[config.mk]
export PLATFORM = sky130hd
export DESIGN_NAME = my_module
export DESIGN_NICKNAME = d
export VERILOG_FILES = /design/src/rtl/my_module.sv
export SDC_FILE = /design/constraint.sdc
export NUM_CORES = 1
export LEC_CHECK = 0
export BUFFER_PORTS_ARGS = -buffer_cell sky130_fd_sc_hd__buf_4
export CAP_MARGIN = 10
export CORE_MARGIN = 4
export CORE_UTILIZATION = 45
export CTS_CLUSTER_DIAMETER = 200
export CTS_CLUSTER_SIZE = 12
export DETAILED_ROUTE_END_ITERATION = 8
export PLACE_DENSITY = 0.77
export SYNTH_ARGS = -nofsm -noshare
export SYNTH_HDL_FRONTEND = slang
export SYNTH_SLANG_ARGS = --single-unit
[constraint.sdc]
create_clock -name clk -period 2.7 [get_ports clk]
set_clock_uncertainty 0.05 [all_clocks]
set_input_delay 0.27 -clock clk [delete_from_list [all_inputs] [get_ports clk]]
set_output_delay 0.27 -clock clk [all_outputs]
set_load 0.02 [all_outputs]
[src/rtl/my_module.sv]
// my_module -- three-referee goal / no-goal decision unit.
//
// Each cycle with in_valid=1 the three votes are sampled. One cycle later the
// 2-of-3 majority appears on b, b_valid pulses, and unanimous shows whether all
// three votes agreed. goal_cnt counts accepted goal decisions and saturates.
//
// Optional feature: define MY_MODULE_SPLIT_STATS_EN to build a saturating
// counter of 2-1 split decisions on split_cnt. Without the macro split_cnt is
// tied to zero and no counter is built.
//
// Ports:
//   clk        in   1      system clock, rising edge
//   rst        in   1      asynchronous active-high reset
//   clr        in   1      synchronous clear of counters only
//   in_valid   in   1      qualifies i0/i1/i2
//   i0,i1,i2   in   1      referee votes (1 = goal)
//   b          out  1      registered majority decision
//   b_valid    out  1      one-cycle strobe, b updated
//   unanimous  out  1      registered: all three votes equal
//   goal_cnt   out  CNT_W  saturating count of accepted goals
//   split_cnt  out  CNT_W  saturating count of 2-1 splits (optional)

module my_module #(
    parameter int CNT_W = 8
) (
    input  logic             clk,
    input  logic             rst,
    input  logic             clr,
    input  logic             in_valid,
    input  logic             i0,
    input  logic             i1,
    input  logic             i2,
    output logic             b,
    output logic             b_valid,
    output logic             unanimous,
    output logic [CNT_W-1:0] goal_cnt,
    output logic [CNT_W-1:0] split_cnt
);

    localparam logic [CNT_W-1:0] CNT_MAX  = {CNT_W{1'b1}};
    localparam logic [CNT_W-1:0] CNT_ZERO = {CNT_W{1'b0}};
    localparam logic [CNT_W-1:0] CNT_ONE  = CNT_W'(1);

    function automatic logic maj3(input logic a, input logic b_in, input logic c);
        return (a & b_in) | (a & c) | (b_in & c);
    endfunction

    function automatic logic all_equal3(input logic a, input logic b_in, input logic c);
        return (a == b_in) && (b_in == c);
    endfunction

    logic             maj_s;
    logic             una_s;
    logic [CNT_W-1:0] goal_next_s;
    logic             b_r;
    logic             b_valid_r;
    logic             unanimous_r;
    logic [CNT_W-1:0] goal_cnt_r;

    // Majority/unanimity of the current sample and next goal count (clr wins).
    always_comb begin
        maj_s       = maj3(i0, i1, i2);
        una_s       = all_equal3(i0, i1, i2);
        goal_next_s = goal_cnt_r;
        if (clr) begin
            goal_next_s = CNT_ZERO;
        end else if (in_valid && maj_s && (goal_cnt_r != CNT_MAX)) begin
            goal_next_s = goal_cnt_r + CNT_ONE;
        end else begin
            goal_next_s = goal_cnt_r;
        end
    end

    // Decision registers: b and unanimous hold while no sample is presented.
    always_ff @(posedge clk or posedge rst) begin
        if (rst) begin
            b_r         <= 1'b0;
            b_valid_r   <= 1'b0;
            unanimous_r <= 1'b0;
            goal_cnt_r  <= CNT_ZERO;
        end else begin
            b_valid_r  <= in_valid;
            goal_cnt_r <= goal_next_s;
            if (in_valid) begin
                b_r         <= maj_s;
                unanimous_r <= una_s;
            end else begin
                b_r         <= b_r;
                unanimous_r <= unanimous_r;
            end
        end
    end

`ifdef MY_MODULE_SPLIT_STATS_EN
    logic [CNT_W-1:0] split_next_s;
    logic [CNT_W-1:0] split_cnt_r;

    // Next split count: a split is any sample whose votes are not all equal.
    always_comb begin
        split_next_s = split_cnt_r;
        if (clr) begin
            split_next_s = CNT_ZERO;
        end else if (in_valid && !una_s && (split_cnt_r != CNT_MAX)) begin
            split_next_s = split_cnt_r + CNT_ONE;
        end else begin
            split_next_s = split_cnt_r;
        end
    end

    // Split counter register.
    always_ff @(posedge clk or posedge rst) begin
        if (rst) begin
            split_cnt_r <= CNT_ZERO;
        end else begin
            split_cnt_r <= split_next_s;
        end
    end

    assign split_cnt = split_cnt_r;
`else
    assign split_cnt = CNT_ZERO;
`endif

    assign b         = b_r;
    assign b_valid   = b_valid_r;
    assign unanimous = unanimous_r;
    assign goal_cnt  = goal_cnt_r;

endmodule

==> flow_summary.yaml, run 1 <==
critical_path:
  crit_required_ps: 2800
  worstPathCellList: "ha_1 -> nand2_1 -> nor3_1 -> nor2b_1 -> a211oi_1"
  critical_path_capture_point_type: "flip-flop"
  r2r_start: "goal_cnt[0]"
  crit_arrival_ps: 1760
  critical_path.max_stage_delay_ps: 410
  rrSetupSlack_ps: 1030
  crit_family: "simple AND/OR/NAND/NOR gates"
  worstPathMaxFanout: 6
  worst_path_max_delay_cell: "sky130_fd_sc_hd__dfrtp_1"
  critical_path.n_buffers_inverters: 0
  path_class: "flip-flop to flip-flop"
  worst_r2r_path_depth: 5
  worstReg2RegEnd: "goal_cnt[4]"
  worst_setup_path_start_kind: "flip-flop"
global_route:
  grt_pass1_wl_mm: 2.14
  grt_antenna_before_repair: 0
  global_route.usage.total_pct: 14.0
  grt_max_degree: 12
  gr-total-overflow: 0
  number_of_global_route_vias_before_repair: 506
synthesis:
  syn_area_per_cell_um2: 9.77
  area_share_of_the_largest_cell_type_after_synthesis_pct: 41.4
  synth_edf_count: 0
  synth.ff_latch_count: 11
  syn_inst: 68
  seq_area_frac_synth_pct: 41.4
  synthMostInstantiatedCell: "sky130_fd_sc_hd__dfrtp_1"
  post_synth_most_frequent_cells: "sky130_fd_sc_hd__dfrtp_1 (11), sky130_fd_sc_hd__buf_4 (9), sky130_fd_sc_hd__nor2_1 (8), sky130_fd_sc_hd__nor3_1 (4)"
  yosysTopAreaCell: "sky130_fd_sc_hd__dfrtp_1"
  top_post_synthesis_cells_by_area: "sky130_fd_sc_hd__dfrtp_1 (41%), sky130_fd_sc_hd__buf_4 (10%), sky130_fd_sc_hd__ha_1 (5.6%)"
  yosys_most_used_dff: "sky130_fd_sc_hd__dfrtp_1"
  synth-async-reset-ratio_pct: 100
  yosysUniqueCellTypes: 25
  syn_area_um2: 664
  ys.warnings.count: 0
clocking:
  clk_root_buf: "sky130_fd_sc_hd__clkbuf_4"
  cts_inserted_buffers: 3
  postCtsResizedCells: 0
  cts_hold_buf: 1
  cts_post_setup_buffers_inserted: 0
  cts_tree: "built"
  cts_buffer_depth: 2
  cts.clk_slew.worst_paths_ps: 70
  worstSkewPairLatency_ps: 270
  ctsHtreeMaxLevel: 1
  clock-sinks: 11
sta:
  slew_violations: 0
  finalSetupTns_ps: 0
  unrepaired_setup_endpoints_after_global_routing: "no"
  setup_ws_ps: 1030
  final.period_utilization_pct: 61.7
  report.final.setup_viol: 0
  timing.final.crit_period_ps: 1670
  clock.fmax_mhz: 600
  finalHoldViolCount: 0
route:
  drt_drc_violations_left: 0
  drt_iter0_drc: 26
  detail_route.wl_per_cell_um: 13.7
  antenna_left: 0
  wl_mm: 1.41
  pre_antenna_drt_iters: 4
  post_drt_via_cell_ratio: 5.43
  detailroute.via_count: 559
floorplan:
  fp.dieArea_mm2: 0.00216
  floorplan.rows: 13
  core_area_mm2: 0.00135
  die_w_um: 46.4
  floorplan.initialDensity_pct: 49.2
  chipHeight_um: 46.4
  i_o_pin_cnt: 26
hold_path:
  hold_path.startpoint: "in_valid"
  hold_path.class: "primary input to flip-flop"
  whs_endpoint: "b_valid"
  count_of_cells_along_the_worst_hold_path: 1
cells_and_area:
  num-nets-final: 99
  drive_gt1_share_pct: 27.3
  num_antenna_cells: 0
  final_cell_area_um2: 806
  syn2layout_area_growth_pct: 21.3
power:
  power_density_mw_per_mm2: 443
  power.total_mw: 0.357
  vdd_drop_max_mv: 0.233
  p_leak_nw: 0.395
placed_design:
  dp_hpwl_mm: 1.07
  dpl_worst_slack_ps: 1020
  gpl.final_weighted_congestion: 0.709
  port-buffer-count: 17
  postPlaceCellArea_um2: 769
status:
  status: "completed"
job:
  count_of_maximum_capacitance_violations: 0
## cells in the final DEF, fill, tap and decap left out, drive strengths merged
cell / Yosys / final
nor3: 4 / 4
a21oi: 2 / 2
buf: 9 / 17
mux2: 2 / 2
o21ai: 1 / 1
a31oi: 4 / 4
dlygate4sd3: 0 / 1
dfrtp: 11 / 11
clkbuf: 0 / 4
and2b: 1 / 1
nand2b: 3 / 3
a41o: 1 / 1
nand3: 1 / 1
o21bai: 1 / 1
conb: 1 / 8
nand4: 3 / 3
ha: 3 / 3
inv: 3 / 3
and2: 1 / 1
a211oi: 4 / 4
nand2: 2 / 2
mux2i: 1 / 1
nor2: 8 / 8
nor2b: 2 / 2
## through the flow
step	hold WS, ps	util (%)	instances
6_report	116	59.7	103
4_1_cts	110	59.7	103
3_5_place_dp	240	57.0	98
3_3_place_gp	240	57.0	98
2_1_floorplan	72.4	-	75
5_1_grt	112	59.7	103
## worst register-to-register path: stages (launching register included)
cell	delay [ps]
sky130_fd_sc_hd__dfrtp_1	410
sky130_fd_sc_hd__ha_1	320
sky130_fd_sc_hd__nand2_1	120
sky130_fd_sc_hd__nor3_1	380
sky130_fd_sc_hd__nor2b_1	190
sky130_fd_sc_hd__a211oi_1	70
## cell type report
cell class | instances | area, um2
clock buffer | 4 | 26.3
fill | 130 | 544
inverter | 3 | 11.3
multi-input combinational | 52 | 337
sequential | 11 | 275
tap | 15 | 18.8
timing repair buffer | 18 | 138
## routing by layer
layer	GRT usage, %	wire [um]
met4	6.82	45
met2	25.3	700
met3	2.34	94
met5	0	0
met1	15.6	571
## cell families (layout without fill, tap and decap cells)
kind of cell	Yosys count	after routing	share of synthesized area (%)
and+or+nand+nor	25	25	19.0
muxes	3	3	5.46
DFF	11	11	41.4
buffers and inverters	12	25	11.9
other	1	8	0.564
adders and majority gates	3	3	5.65
AOI/OAI and AO/OA	13	13	16.0
## where the power goes
group	internal, mW	leakage, nW	total, mW	switching [mW]
clock network	0.0572	0.0150	0.110	0.0526
logic	0.0294	0.233	0.0708	0.0415
registers	0.172	0.147	0.176	0.00474
## flip-flops by register name, summed over array words and instances, names as in the netlist
name and flops:
goal_cnt 8, b 1, unanimous 1, b_valid 1
## worst max path at each step
| stage | slack (ps) | cells past startpoint | startpoint | endpoint |
|---|---|---|---|---|
| 2_1_floorplan | 1130 | 5 | goal_cnt[0] | goal_cnt[4] |
| 3_5_place_dp | 1020 | 6 | i1 | goal_cnt[0] |
| 4_1_cts | 1050 | 5 | goal_cnt[0] | goal_cnt[6] |
| 6_report | 1030 | 5 | goal_cnt[0] | goal_cnt[4] |
| 3_3_place_gp | 1080 | 6 | i1 | goal_cnt[0] |
| 5_1_grt | 900 | 5 | goal_cnt[0] | goal_cnt[4] |
No activity file was read; power rests on OpenSTA's default activity.
==> inputs of run 2 (changes only) <==
- ABC_AREA: unset -> 1
- PLACE_DENSITY: 0.77 -> 0.76
- clock period: 2.7 -> 1.65 ns (I/O delays scaled with it)
==> run 2 against run 1 <==
First-iteration DRC count shrank 46%. Die area grew 6.2%. Sequential power grew 68%. Flip-flop and latch count is the same. Clock-buffer cell count is the same. Global-route usage grew 0.39 points. Via count grew 14%. Combinational power grew 81%. Core utilization shrank 2.0 points. Routed wire length grew 6.9%. Clock power grew 73%. Cell area grew 7.9%.
==> flow_summary.yaml, run 2 <==
synthesis:
  yosysTopAreaCell: "sky130_fd_sc_hd__dfrtp_1"
  top_post_synthesis_cells_by_area: "sky130_fd_sc_hd__dfrtp_1 (39%), sky130_fd_sc_hd__nand2_1 (15%), sky130_fd_sc_hd__nand3_1 (8.4%)"
  seq_area_frac_synth_pct: 38.5
  synth_edf_count: 0
  syn_area_per_cell_um2: 7.37
  syn_inst: 97
  area_share_of_the_largest_cell_type_after_synthesis_pct: 38.5
  ys.warnings.count: 0
  yosysUniqueCellTypes: 20
  yosys_most_used_dff: "sky130_fd_sc_hd__dfrtp_1"
  synth-async-reset-ratio_pct: 100
  synthMostInstantiatedCell: "sky130_fd_sc_hd__nand2_1"
  post_synth_most_frequent_cells: "sky130_fd_sc_hd__nand2_1 (29), sky130_fd_sc_hd__nand3_1 (12), sky130_fd_sc_hd__dfrtp_1 (11), sky130_fd_sc_hd__inv_1 (10)"
  synth.ff_latch_count: 11
  syn_area_um2: 714
clocking:
  cts.clk_slew.worst_paths_ps: 80
  cts_buffer_depth: 2
  ctsHtreeMaxLevel: 1
  worstSkewPairLatency_ps: 270
  clk_root_buf: "sky130_fd_sc_hd__clkbuf_4"
  cts_tree: "built"
  cts_inserted_buffers: 3
  clock-sinks: 11
power:
  vdd_drop_max_mv: 0.342
  p_comb_share_pct: 20.8
  power_density_mw_per_mm2: 706
  internal-power_mw: 0.424
  power_spent_charging_and_discharging_nets_mw: 0.190
  p_clk_share_pct: 31.0
  p_sw_share_pct: 31.0
  p_leak_nw: 0.473
  sequentialPowerShare_pct: 48.3
floorplan:
  die_w_um: 47.8
  fp.dieArea_mm2: 0.00229
  floorplan.initialDensity_pct: 47.4
  i_o_pin_cnt: 26
  chipHeight_um: 47.8
  core_area_mm2: 0.00151
  floorplan.rows: 14
placed_design:
  dpl_worst_slack_ps: 103
  postPlaceCellArea_um2: 810
  dp_hpwl_mm: 1.14
  gpl.final_weighted_congestion: 0.846
  port-buffer-count: 17
route:
  drt_iter0_drc: 14
  post_drt_via_cell_ratio: 4.78
  detail_route.wl_per_cell_um: 11.3
  wl_mm: 1.51
  detailroute.via_count: 640
  antenna_left: 0
  drt_drc_violations_left: 0
  pre_antenna_drt_iters: 4
cells_and_area:
  postLayoutCoreUtil_pct: 57.7
  final_cell_area_um2: 870
  num-nets-final: 129
  num_antenna_cells: 0
  largest_register_ff_count: 8
  drive_gt1_share_pct: 21.2
  layout_common_cells: "sky130_fd_sc_hd__nand2_1 (29), sky130_fd_sc_hd__buf_4 (18), sky130_fd_sc_hd__nand3_1 (12)"
  mostFrequentLayoutCell: "sky130_fd_sc_hd__nand2_1"
  syn2layout_area_growth_pct: 21.7
sta:
  hold_ws_ps: 124
  slew_violations: 0
  final.period_utilization_pct: 91.4
  finalSetupTns_ps: 0
  setup_ws_ps: 143
  unrepaired_setup_endpoints_after_global_routing: "no"
  finalHoldViolCount: 0
  timing.final.crit_period_ps: 1510
  clock.fmax_mhz: 663
  report.final.setup_viol: 0
critical_path:
  crit_arrival_ps: 1620
  worst_setup_path_start_kind: "flip-flop"
  worstPathMaxFanout: 11
  critical_path_capture_point_type: "flip-flop"
  crit_required_ps: 1760
  path_class: "flip-flop to flip-flop"
job:
  count_of_maximum_capacitance_violations: 0
hold_path:
  hold_path.class: "primary input to flip-flop"
global_route:
  number_of_global_route_vias_before_repair: 554
  grt_pass1_wl_mm: 2.30
  grt_max_degree: 14
  global_route.usage.total_pct: 14.4
  gr-total-overflow: 0
  grt_antenna_before_repair: 0
status:
  status: "completed"
## run 2: cell count changes after synthesis, moves of 2 or more
cell	change
sky130_fd_sc_hd__o21ai_0	+2
sky130_fd_sc_hd__a31oi_1	-3
sky130_fd_sc_hd__inv_1	+7
sky130_fd_sc_hd__nor2b_1	-2
sky130_fd_sc_hd__nor3_1	-3
sky130_fd_sc_hd__nand3_1	+11
sky130_fd_sc_hd__a211oi_1	-3
sky130_fd_sc_hd__nand4_1	-2
sky130_fd_sc_hd__nand2_1	+27
sky130_fd_sc_hd__nand2b_1	-3
## run 2: cell type report
type                            instances  area, um2
Multi-Input combinational cell         73        354
Fill cell                             149        637
Tap cell                               16       20.0
Timing Repair Buffer                   20        155
Clock buffer                            4       26.3
Sequential cell                        11        277
Inverter                               10       37.5
## run 2: worst paths after layout
kind | from | to | slack, ps | depth (start not counted)
min in group asynchronous | rst | b_valid | 400 | 3
worst min register to register | b | b | 450 | 2
worst max-delay path | goal_cnt[0] | goal_cnt[0] | 140 | 8
max in group asynchronous | rst | goal_cnt[0] | 830 | 3
worst max register to register | goal_cnt[0] | goal_cnt[0] | 140 | 8
worst min-delay path | clr | goal_cnt[3] | 120 | 4
## run 2: metal layers
metal / global-route usage [%] / routed length, um / share of wire (%) / vias to the layer above
li1: - / - / - / 332
met4: 4.84 / 5 / 0.33 / 0
met2: 26.1 / 748 / 50 / 18
met3: 4.51 / 104 / 6.9 / 2
met5: 0 / 0 / 0 / -
met1: 15.8 / 650 / 43 / 288
## run 2: cells by family (layout without fill, tap and decap cells)
kind of cell,count (synthesis),in the layout,share of synthesized area [%]
AOI/OAI and AO/OA,7,7,5.60
xor gates and xnor gates,1,1,1.23
adders and majority gates,3,3,5.25
buffers and inverters,20,34,16.3
DFF,11,11,38.5
other,1,8,0.525
and+or+nand+nor,54,54,32.6
## run 2: power groups by stage
stage          clock (mW)  combinational, mW  sequential, mW
2_1_floorplan           0             0.0742           0.316
3_3_place_gp            0              0.114           0.300
3_5_place_dp            0              0.119           0.300
4_1_cts             0.194              0.123           0.296
5_1_grt             0.205              0.139           0.298
6_report            0.190              0.128           0.296
## run 2: worst max-delay path, stage by stage, from the launching register on
cell	delay [ps]
sky130_fd_sc_hd__dfrtp_2	410
sky130_fd_sc_hd__ha_1	190
sky130_fd_sc_hd__nand2_1	100
sky130_fd_sc_hd__nor2_2	130
sky130_fd_sc_hd__nand2_1	110
sky130_fd_sc_hd__nand2_4	130
sky130_fd_sc_hd__nand2_1	130
sky130_fd_sc_hd__nand2_1	90
sky130_fd_sc_hd__nand2_1	50
## run 2: metrics by stage
step	power, mW	std cells
after floorplan	0.390	104
after global placement	0.414	127
after detailed placement	0.420	127
after CTS	0.613	133
after global routing	0.642	134
final	0.614	134
## run 2: repair_timing
item / in CTS / in global routing
setup buffers: 0 / 1
endpoints found under the hold margin: 12 / 0
setup endpoints to repair: 0 / 5
resized for setup: 0 / 2
hold buffers: 2 / 0
==> inputs of run 3 (changes only) <==
- CORE_UTILIZATION: 45 -> 47
- PLACE_DENSITY: 0.76 -> 0.78
==> run 3 against run 2 <==
Clock power shrank 4%. Cell area fell by 0.14%. Critical path depth is the same. Hold slack got worse by 7.1 ps. Non-clock buffer count is the same. Critical endpoint is now goal_cnt[3].
==> flow_summary.yaml, run 3 (synthesized netlist as in run 2, its figures left out) <==
critical_path:
  worst_path_max_delay_cell: "sky130_fd_sc_hd__dfrtp_2"
  path_class: "flip-flop to flip-flop"
  critical_path_capture_point_type: "flip-flop"
  critPathLaunch: "goal_cnt[0]"
  crit_arrival_ps: 1620
  cpMostUsedCell: "sky130_fd_sc_hd__nand2_1"
  worstPathMaxFanout: 11
  crit_required_ps: 1760
  critical_path.max_stage_delay_ps: 410
  r2r_start: "goal_cnt[0]"
  worst_setup_path_start_kind: "flip-flop"
  worstPathCellList: "ha_1 -> nand2_1 -> nor2_2 -> nand2_1 -> nand2_4 -> nand2_1 -> nand2_1 -> nand2_1"
clocking:
  clock-sinks: 11
  ctsHtreeMaxLevel: 1
  worstSkewPairLatency_ps: 270
  clk_root_buf: "sky130_fd_sc_hd__clkbuf_4"
  cts_tree: "built"
  cts_inserted_buffers: 3
  cts_buffer_depth: 2
  cts.clk_slew.worst_paths_ps: 70
route:
  drt_drc_violations_left: 0
  pre_antenna_drt_iters: 4
  detailroute.via_count: 652
  antenna_left: 0
  detail_route.wl_per_cell_um: 10.5
  post_drt_via_cell_ratio: 4.90
  drt_iter0_drc: 20
  wl_mm: 1.40
power:
  p_comb_share_pct: 20.5
  p_leak_nw: 0.473
  power.total_mw: 0.602
  power_spent_charging_and_discharging_nets_mw: 0.179
  sequentialPowerShare_pct: 49.1
  vdd_drop_max_mv: 0.491
  internal-power_mw: 0.424
  p_sw_share_pct: 29.7
  power_density_mw_per_mm2: 694
  p_clk_share_pct: 30.4
cells_and_area:
  postLayoutCoreUtil_pct: 63.6
  finish.cell_count_without_fillers: 133
  num_antenna_cells: 0
  final_cell_area_um2: 868
  num-nets-final: 129
  largest_register_ff_count: 8
  syn2layout_area_growth_pct: 21.5
  layout_common_cells: "sky130_fd_sc_hd__nand2_1 (29), sky130_fd_sc_hd__buf_4 (18), sky130_fd_sc_hd__nand3_1 (12)"
  mostFrequentLayoutCell: "sky130_fd_sc_hd__nand2_1"
  drive_gt1_share_pct: 21.2
global_route:
  number_of_global_route_vias_before_repair: 523
  globalRouteMet3Util_pct: 2.30
  grt_max_degree: 14
  grt_pass1_wl_mm: 2.28
  gr-total-overflow: 0
  globalRoute.busiestLayer: "met1"
  gr-usage-met1_pct: 22.1
  grt_antenna_before_repair: 0
  grt_use_met2_pct: 19.8
  global_route.usage.total_pct: 14.7
placed_design:
  port-buffer-count: 17
  dp_hpwl_mm: 1.05
  gpl.final_weighted_congestion: 0.840
  post-place-cells: 126
  postPlaceCellArea_um2: 808
floorplan:
  floorplan.rows: 13
  floorplan.initialDensity_pct: 52.3
  i_o_pin_cnt: 26
  core_area_mm2: 0.00137
  fp.dieArea_mm2: 0.00221
  chipHeight_um: 47.0
  die_w_um: 47.0
sta:
  unrepaired_setup_endpoints_after_global_routing: "no"
  slew_violations: 0
  finalSetupTns_ps: 0
  final.period_utilization_pct: 91.4
  clock.fmax_mhz: 663
  report.final.setup_viol: 0
  timing.final.crit_period_ps: 1510
  finalHoldViolCount: 0
status:
  status: "completed"
job:
  count_of_maximum_capacitance_violations: 0
hold_path:
  hold_path.startpoint: "clr"
  hold_path.class: "primary input to flip-flop"
-- run 3: cell counts in the layout (fill, tap and decap cells not counted) --
No cell type changed its count.
-- run 3: worst paths after layout --
kind	cells past startpoint	slack, ps	end
hold / removal	4	120	goal_cnt[0]
setup reg to reg	8	140	goal_cnt[3]
min in group asynchronous	3	400	b_valid
max in group asynchronous	3	820	goal_cnt[0]
hold reg to reg	2	440	b
setup / recovery	8	140	goal_cnt[3]
-- run 3: area by class of cell --
cell class                 instances  area [um2]
clock buffer                       4        26.3
multi-input combinational         73         354
sequential                        11         277
tap                               15        18.8
timing repair buffer              20         155
fill                             127         498
inverter                          10        37.5
-- run 3: routing by layer --
| metal | vias up | routed length, um |
|---|---|---|
| met5 | - | 0 |
| met4 | 0 | 44 |
| met3 | 7 | 96 |
| met2 | 25 | 583 |
| met1 | 285 | 673 |
| li1 | 335 | - |
-- run 3: power by group through the flow --
stage | sequential (mW) | clock [mW] | combinational (mW)
6_report | 0.296 | 0.183 | 0.123
5_1_grt | 0.298 | 0.202 | 0.136
4_1_cts | 0.295 | 0.189 | 0.120
3_5_place_dp | 0.301 | 0 | 0.116
3_3_place_gp | 0.299 | 0 | 0.114
2_1_floorplan | 0.316 | 0 | 0.0742
-- run 3: through the flow --
stage | hold WS, ps | setup WS (ps)
2_1_floorplan | -32.6 | 209
3_3_place_gp | 138 | 160
3_5_place_dp | 142 | 94.3
4_1_cts | 113 | 81.3
5_1_grt | 117 | 14.8
6_report | 117 | 142
-- run 3: worst max-delay path: cells and delay by family (launching register included) --
family	cells	cell delay [ps]
adders and majority gates	1	180
DFF	1	410
and+or+nand+nor	7	760
-- run 3: timing repair --
item / in CTS / in global routing
hold buffers: 2 / 0
setup buffers: 0 / 1
gates resized for setup: 0 / 2
endpoints found under the hold margin: 12 / 0
endpoints found under the setup margin: 0 / 5
